===== config.mk =====
export PLATFORM = sky130hd
export DESIGN_NAME = sdio_crc16_mlane_flat
export DESIGN_NICKNAME = d
export VERILOG_FILES = /design/src/rtl/sdio_crc16_mlane_if.sv /design/src/rtl/sdio_crc16_mlane.sv /design/src/flat_wrapper.sv
export SDC_FILE = /design/constraint.sdc
export NUM_CORES = 1
export LEC_CHECK = 0
export CAP_MARGIN = 40
export CORE_MARGIN = 1.5
export CORE_UTILIZATION = 46
export CTS_CLUSTER_SIZE = 25
export DETAILED_ROUTE_END_ITERATION = 7
export GPL_TIMING_DRIVEN = 0
export MAX_ROUTING_LAYER = met4
export PLACE_DENSITY = 0.74
export RECOVER_POWER = 100
export SYNTH_ARGS = -nofsm -noshare
export SYNTH_HDL_FRONTEND = slang
export SYNTH_SLANG_ARGS = --single-unit
export TNS_END_PERCENT = 20

===== constraint.sdc =====
create_clock -name sd_clk -period 2.6 [get_ports sd_clk]
set_input_delay 0.26 -clock sd_clk [delete_from_list [all_inputs] [get_ports sd_clk]]
set_output_delay 0.26 -clock sd_clk [all_outputs]
set_load 0.01 [all_outputs]

===== src/rtl/sdio_crc16_mlane_if.sv =====
// Bus bundle between the SD data-path controller and the multi-lane CRC16 engine.
// With SDIO_CRC_ERR_INJ_EN defined the bundle also carries err_inj.
interface sdio_crc16_mlane_if #(
  parameter int LANES = 8,
  parameter int CNT_W = 13
);
  logic [1:0]          bus_width;
  logic                mode_tx;
  logic                start;
  logic                abort;
  logic [CNT_W-1:0]    blk_len;
  logic                bit_en;
  logic [LANES-1:0]    din;
  logic                busy;
  logic                crc_phase;
  logic [LANES-1:0]    crc_dout;
  logic                done;
  logic                crc_err;
  logic [LANES-1:0]    err_lane;
  logic [16*LANES-1:0] crc_val;
`ifdef SDIO_CRC_ERR_INJ_EN
  logic                err_inj;

  modport master (
    output bus_width, mode_tx, start, abort, blk_len, bit_en, din, err_inj,
    input  busy, crc_phase, crc_dout, done, crc_err, err_lane, crc_val
  );
  modport slave (
    input  bus_width, mode_tx, start, abort, blk_len, bit_en, din, err_inj,
    output busy, crc_phase, crc_dout, done, crc_err, err_lane, crc_val
  );
`else
  modport master (
    output bus_width, mode_tx, start, abort, blk_len, bit_en, din,
    input  busy, crc_phase, crc_dout, done, crc_err, err_lane, crc_val
  );
  modport slave (
    input  bus_width, mode_tx, start, abort, blk_len, bit_en, din,
    output busy, crc_phase, crc_dout, done, crc_err, err_lane, crc_val
  );
`endif
endinterface


===== src/rtl/sdio_crc16_mlane.sv =====
// Per-lane SD data CRC16 (x^16+x^12+x^5+1) engine sequencing DATA -> CRC -> DONE.
// Optional TX error injection on lane 0's final CRC bit: define SDIO_CRC_ERR_INJ_EN.
module sdio_crc16_mlane #(
  parameter int LANES = 8,
  parameter int CNT_W = 13
) (
  input  logic                 sd_clk,
  input  logic                 rstn,
  input  logic                 sd_rst,
  sdio_crc16_mlane_if.slave    bus
);

  typedef enum logic [1:0] {
    ST_IDLE = 2'd0,
    ST_DATA = 2'd1,
    ST_CRC  = 2'd2,
    ST_DONE = 2'd3
  } state_t;

  state_t                  state_reg;
  logic [CNT_W-1:0]        cnt_reg;
  logic [CNT_W-1:0]        blk_len_reg;
  logic [1:0]              bw_reg;
  logic                    mode_tx_reg;
  logic [LANES-1:0][15:0]  crc_reg;
  logic [LANES-1:0][15:0]  crc_data_next;
  logic [LANES-1:0][15:0]  crc_shift;
  logic [LANES-1:0]        lane_act;
  logic [LANES-1:0]        rx_miss;
  logic [LANES-1:0]        err_lane_reg;
  logic [LANES-1:0]        err_next;
  logic [LANES-1:0]        crc_dout_w;
  logic [LANES-1:0]        inj_vec;
  logic                    busy_reg;
  logic                    crc_phase_reg;
  logic                    done_reg;
  logic                    crc_err_reg;
  logic [3:0]              n_act;
  logic                    last_data;
  logic                    last_crc;

  // Lane count from the latched bus width, clamped to what is implemented.
  always_comb begin
    case (bw_reg)
      2'd1:    n_act = 4'd4;
      2'd2:    n_act = 4'd8;
      default: n_act = 4'd1;
    endcase
    if (n_act > 4'(LANES)) begin
      n_act = 4'(LANES);
    end
  end

  assign last_data = bus.bit_en && (cnt_reg == blk_len_reg - CNT_W'(1));
  assign last_crc  = bus.bit_en && (cnt_reg == CNT_W'(15));

`ifdef SDIO_CRC_ERR_INJ_EN
  logic inj_reg;

  always_ff @(posedge sd_clk or negedge rstn) begin
    if (!rstn) begin
      inj_reg <= 1'b0;
    end else if (sd_rst) begin
      inj_reg <= 1'b0;
    end else if (!bus.abort && state_reg == ST_IDLE && bus.start) begin
      inj_reg <= bus.err_inj;
    end
  end

  // Only lane 0, only the 16th CRC bit, only when transmitting.
  always_comb begin
    inj_vec    = '0;
    inj_vec[0] = inj_reg && mode_tx_reg && (cnt_reg == CNT_W'(15));
  end
`else
  assign inj_vec = '0;
`endif

  generate
    for (genvar gi = 0; gi < LANES; gi++) begin : g_lane
      logic fb;

      assign lane_act[gi] = (n_act > 4'(gi));
      assign fb           = crc_reg[gi][15] ^ bus.din[gi];

      // Inactive lanes keep their CRC at the cleared value.
      assign crc_data_next[gi] = lane_act[gi]
                               ? {crc_reg[gi][14:12], crc_reg[gi][11] ^ fb, crc_reg[gi][10:5],
                                  crc_reg[gi][4] ^ fb, crc_reg[gi][3:0], fb}
                               : crc_reg[gi];
      assign crc_shift[gi]     = {crc_reg[gi][14:0], 1'b0};
      assign rx_miss[gi]       = lane_act[gi] & (bus.din[gi] ^ crc_reg[gi][15]);
      assign crc_dout_w[gi]    = crc_phase_reg & mode_tx_reg & lane_act[gi]
                               & (crc_reg[gi][15] ^ inj_vec[gi]);
      assign bus.crc_val[16*gi +: 16] = crc_reg[gi];
    end
  endgenerate

  assign err_next = err_lane_reg | (mode_tx_reg ? '0 : rx_miss);

  always_ff @(posedge sd_clk or negedge rstn) begin
    if (!rstn) begin
      state_reg     <= ST_IDLE;
      cnt_reg       <= '0;
      blk_len_reg   <= '0;
      bw_reg        <= '0;
      mode_tx_reg   <= 1'b0;
      crc_reg       <= '0;
      err_lane_reg  <= '0;
      busy_reg      <= 1'b0;
      crc_phase_reg <= 1'b0;
      done_reg      <= 1'b0;
      crc_err_reg   <= 1'b0;
    end else if (sd_rst) begin
      state_reg     <= ST_IDLE;
      cnt_reg       <= '0;
      blk_len_reg   <= '0;
      bw_reg        <= '0;
      mode_tx_reg   <= 1'b0;
      crc_reg       <= '0;
      err_lane_reg  <= '0;
      busy_reg      <= 1'b0;
      crc_phase_reg <= 1'b0;
      done_reg      <= 1'b0;
      crc_err_reg   <= 1'b0;
    end else if (bus.abort) begin
      // Error flags survive an abort so firmware can still inspect them.
      state_reg     <= ST_IDLE;
      cnt_reg       <= '0;
      crc_reg       <= '0;
      busy_reg      <= 1'b0;
      crc_phase_reg <= 1'b0;
      done_reg      <= 1'b0;
    end else begin
      done_reg <= 1'b0;
      case (state_reg)
        ST_IDLE: begin
          if (bus.start) begin
            crc_reg      <= '0;
            cnt_reg      <= '0;
            err_lane_reg <= '0;
            crc_err_reg  <= 1'b0;
            mode_tx_reg  <= bus.mode_tx;
            blk_len_reg  <= bus.blk_len;
            bw_reg       <= bus.bus_width;
            busy_reg     <= 1'b1;
            if (bus.blk_len == '0) begin
              state_reg     <= ST_CRC;
              crc_phase_reg <= 1'b1;
            end else begin
              state_reg <= ST_DATA;
            end
          end
        end
        ST_DATA: begin
          if (bus.bit_en) begin
            crc_reg <= crc_data_next;
            if (last_data) begin
              cnt_reg       <= '0;
              state_reg     <= ST_CRC;
              crc_phase_reg <= 1'b1;
            end else begin
              cnt_reg <= cnt_reg + CNT_W'(1);
            end
          end
        end
        ST_CRC: begin
          if (bus.bit_en) begin
            crc_reg      <= crc_shift;
            err_lane_reg <= err_next;
            if (last_crc) begin
              cnt_reg       <= '0;
              state_reg     <= ST_DONE;
              busy_reg      <= 1'b0;
              crc_phase_reg <= 1'b0;
              done_reg      <= 1'b1;
              crc_err_reg   <= |err_next;
            end else begin
              cnt_reg <= cnt_reg + CNT_W'(1);
            end
          end
        end
        ST_DONE: begin
          state_reg <= ST_IDLE;
        end
        default: begin
          state_reg <= ST_IDLE;
        end
      endcase
    end
  end

  assign bus.busy      = busy_reg;
  assign bus.crc_phase = crc_phase_reg;
  assign bus.crc_dout  = crc_dout_w;
  assign bus.done      = done_reg;
  assign bus.crc_err   = crc_err_reg;
  assign bus.err_lane  = err_lane_reg;

endmodule


===== src/flat_wrapper.sv =====
// flat-port wrapper written by rule: the top's interface ports become plain ports
module sdio_crc16_mlane_flat 
#(
  parameter int LANES = 8,
  parameter int CNT_W = 13
)
  (sd_clk, rstn, sd_rst, bus_bus_width, bus_mode_tx, bus_start, bus_abort, bus_blk_len, bus_bit_en, bus_din, bus_busy, bus_crc_phase, bus_crc_dout, bus_done, bus_crc_err, bus_err_lane, bus_crc_val);
  sdio_crc16_mlane_if #(.LANES(LANES), .CNT_W(CNT_W)) bus_i ();
  input  logic sd_clk;
  input  logic rstn;
  input  logic sd_rst;
  input wire logic [$bits(bus_i.bus_width)-1:0] bus_bus_width;
  input wire logic [$bits(bus_i.mode_tx)-1:0] bus_mode_tx;
  input wire logic [$bits(bus_i.start)-1:0] bus_start;
  input wire logic [$bits(bus_i.abort)-1:0] bus_abort;
  input wire logic [$bits(bus_i.blk_len)-1:0] bus_blk_len;
  input wire logic [$bits(bus_i.bit_en)-1:0] bus_bit_en;
  input wire logic [$bits(bus_i.din)-1:0] bus_din;
  output wire logic [$bits(bus_i.busy)-1:0] bus_busy;
  output wire logic [$bits(bus_i.crc_phase)-1:0] bus_crc_phase;
  output wire logic [$bits(bus_i.crc_dout)-1:0] bus_crc_dout;
  output wire logic [$bits(bus_i.done)-1:0] bus_done;
  output wire logic [$bits(bus_i.crc_err)-1:0] bus_crc_err;
  output wire logic [$bits(bus_i.err_lane)-1:0] bus_err_lane;
  output wire logic [$bits(bus_i.crc_val)-1:0] bus_crc_val;
  assign bus_i.bus_width = bus_bus_width;
  assign bus_i.mode_tx = bus_mode_tx;
  assign bus_i.start = bus_start;
  assign bus_i.abort = bus_abort;
  assign bus_i.blk_len = bus_blk_len;
  assign bus_i.bit_en = bus_bit_en;
  assign bus_i.din = bus_din;
  assign bus_busy = bus_i.busy;
  assign bus_crc_phase = bus_i.crc_phase;
  assign bus_crc_dout = bus_i.crc_dout;
  assign bus_done = bus_i.done;
  assign bus_crc_err = bus_i.crc_err;
  assign bus_err_lane = bus_i.err_lane;
  assign bus_crc_val = bus_i.crc_val;
  sdio_crc16_mlane #(.LANES(LANES), .CNT_W(CNT_W)) u_core (.sd_clk(sd_clk), .rstn(rstn), .sd_rst(sd_rst), .bus(bus_i));
endmodule

==> flow_summary.json <==
{
  "status": "finished with violations",
  "violations": "capacitance limit, slew limit, setup timing",
  "initial_core_util_pct": 46.71,
  "p_seq_share_pct": 45.0,
  "std_cell_rows": 48,
  "final_util_pct": 63.77,
  "dieArea_um2": 18240,
  "cts_tree": "done",
  "end_kind": "flop",
  "path_clk_slew_ns": 0.07,
  "use_met2_pct": 42.96,
  "synthArstFlopShare_pct": 100.0,
  "wl_per_cell_um": 17.70,
  "comb_power_share_pct": 11.1,
  "maxSlewViolCount": 79,
  "synth_ff_type": "dfrtp_1",
  "hp-class": "input port to flop",
  "grtUsageTotal_pct": 27.56,
  "finalHoldViolations": 0,
  "worst_hold_startpoint": "sd_rst",
  "grt_pass1_vias": 7145,
  "die_y_um": 135.1,
  "power.leakage_nw": 5.130,
  "synth_top_cell_by_area": "dfrtp_1",
  "swShare_pct": 26.45,
  "synthDistinctLibCells": 53,
  "fp.dieW_um": 135.1,
  "grt_overflow": 0,
  "area_growth_pct": 36.54,
  "first_pass_iters": 6,
  "wirelength_mm": 23.76,
  "fin_ws_ns": -0.2944,
  "synth_top_area_share_pct": 53.34,
  "grt_max_degree": 94,
  "slowest_delay_ns": 0.54,
  "period_share_pct": 111.3,
  "drc": 0,
  "synth_area_leaders": "dfrtp_1, nand2_1, o21ai_0",
  "r2r_start": "u_core.blk_len_reg[0]$_DFFE_PN0P_",
  "cts.sinks": 171,
  "relSlewSlack_pct": -33.20,
  "irDropWorstVdd_mv": 0.4567,
  "fin_area_um2": 10950,
  "busiest_layer": "met2",
  "period_needed_ns": 2.894,
  "synth_edf_count": 0,
  "numCtsBuffers": 17,
  "vias": 7372,
  "crit_path_start_kind": "flop",
  "grt_pass1_wl_mm": 38.01,
  "ys_seq_area_share_pct": 53.34,
  "synth_common_cells": "nand2_1, dfrtp_1, o21ai_0",
  "routed_via_density": 5.493,
  "final_nets": 1140,
  "drt-initial-drc-count": 541,
  "crit_fanout": 6,
  "ctsRootBufferMaster": "clkbuf_16",
  "crit_type": "flop to flop",
  "place.port_buffers": 176,
  "drive_gt1_share_pct": 9.319,
  "antenna_found_initial": 1,
  "largest_reg_flops": 128,
  "clockPowerShare_pct": 43.9,
  "grt_use_met3_pct": 8.596,
  "internal-power_mw": 4.471,
  "ant_nets": 0,
  "dpl_cell_area_um2": 10140,
  "io_pins": 178,
  "htreeDepth": 4,
  "cp_data_required_time_ns": 2.90,
  "place.gp.congestion": 0.8496,
  "synth.ff_latch_count": 171,
  "finalSetupTns_ns": -3.198,
  "pwr_density_cell_nw_per_um2": 554.9,
  "holdWs_ns": 0.3439,
  "synth_most_common_cell": "nand2_1",
  "dp_hpwl_mm": 16.57,
  "core-area_um2": 17180,
  "path_cells": "or4_4, buf_6, o31a_1, nor4b_2, and3b_2, nor4b_4, o32ai_4, and3_1, a221o_1",
  "netlist_area_um2": 8023,
  "syn_nets": 938,
  "netSwitchingPower_mw": 1.608,
  "use_met1_pct": 35.22,
  "cts_max_path_buffers": 2,
  "clock-skew-final_ns": 0.009586,
  "cap_violations": 1,
  "syn_area_per_cell_um2": 8.904,
  "clk_latency_ns": 0.43,
  "fmax_ghz": 0.3455,
  "worstSetupStartpoint": "u_core.blk_len_reg[0]$_DFFE_PN0P_",
  "p_total_mw": 6.079,
  "worstPathArrival_ns": 3.20,
  "worst_slew_pin_slew_ns": 1.998,
  "final-setup-viol-count": 17,
  "syn_inst": 901,
  "rsz0062_at_grt": "yes",
  "crit_slowest_cell": "or4_4",
  "yosysWarningCount": 0
}
## routing by layer
| layer | part of all wire [%] | vias to the layer above |
|---|---|---|
| met4 | 1.5 | 0 |
| li1 | - | 3471 |
| met3 | 7.8 | 26 |
| met2 | 47 | 219 |
| met1 | 43 | 3656 |
| met5 | 0 | - |
## cell usage in the layout, fill, tap and decap left out, drive strengths merged, types with 20 or more instances in the layout
master and n:
xor2 21, nor2 30, clkbuf 64, o21ai 127, clkdlybuf4s50 27, nand2 281
dlygate4sd3 148, dfrtp 171, buf 20, xnor2 20
## power groups by stage
stage	clock network [mW]	registers [mW]	logic [mW]
after floorplan	0	2.78	0.352
after detailed placement	0	2.79	0.610
final	2.67	2.73	0.673
after CTS	2.69	2.73	0.655
after global placement	0	2.79	0.599
after global routing	2.81	2.74	0.743
## worst paths after layout
kind / end / slack [ns] / depth (start not counted)
setup / recovery: u_core.cnt_reg[12]$_DFFE_PN0P_ / -0.29 / 9
hold / removal: u_core.bus.busy$_DFFE_PN0P_ / 0.34 / 2
setup reg to reg: u_core.cnt_reg[12]$_DFFE_PN0P_ / -0.29 / 9
hold reg to reg: u_core.bus.crc_val[35]$_DFFE_PN0P_ / 0.51 / 2
max in group asynchronous: u_core.bus.crc_val[61]$_DFFE_PN0P_ / 0.35 / 3
min in group asynchronous: u_core.blk_len_reg[4]$_DFFE_PN0P_ / 0.91 / 2
## stage by stage
stage | std cells | setup WS, ns
after floorplan | 901 | -0.1076
after global placement | 1302 | -5.892
after detailed placement | 1303 | -0.9017
after CTS | 1340 | -0.3717
after global routing | 1342 | -0.3675
final | 1342 | -0.2944
## timing repair
item,CTS,global route
hold buffers,1,0
endpoints found under the setup margin,144,136
endpoints found under the hold margin,78,0
gates resized for setup,41,47
setup buffers,6,2
pin swaps,3,6
## critical path, delay by kind of cell, from the launching register on
kind | cells | cell delay [ns]
AO/OA/AOI/OAI | 3 | 0.71
buffers and inverters | 1 | 0.15
flip-flops | 1 | 0.38
AND/OR/NAND/NOR | 5 | 1.54
## kinds of logic after synthesis
family          synth area share, %
mux                          0.9201
compound gates                15.80
fa+ha+maj                     1.092
xor+xnor                      4.476
simple gates                  20.93
flops                         53.34
buf+inv                       3.447
## cell type report
class	instances	area, um2
fill	1421	6222
antenna	1	2.502
multi-input combinational	657	3603
tap	225	281.5
buffer	56	279.0
clock buffer	17	425.4
sequential	171	4283
timing repair buffer	186	1841
clock inverter	15	186.4
inverter	14	52.55
(Power assumes the default switching activity.)
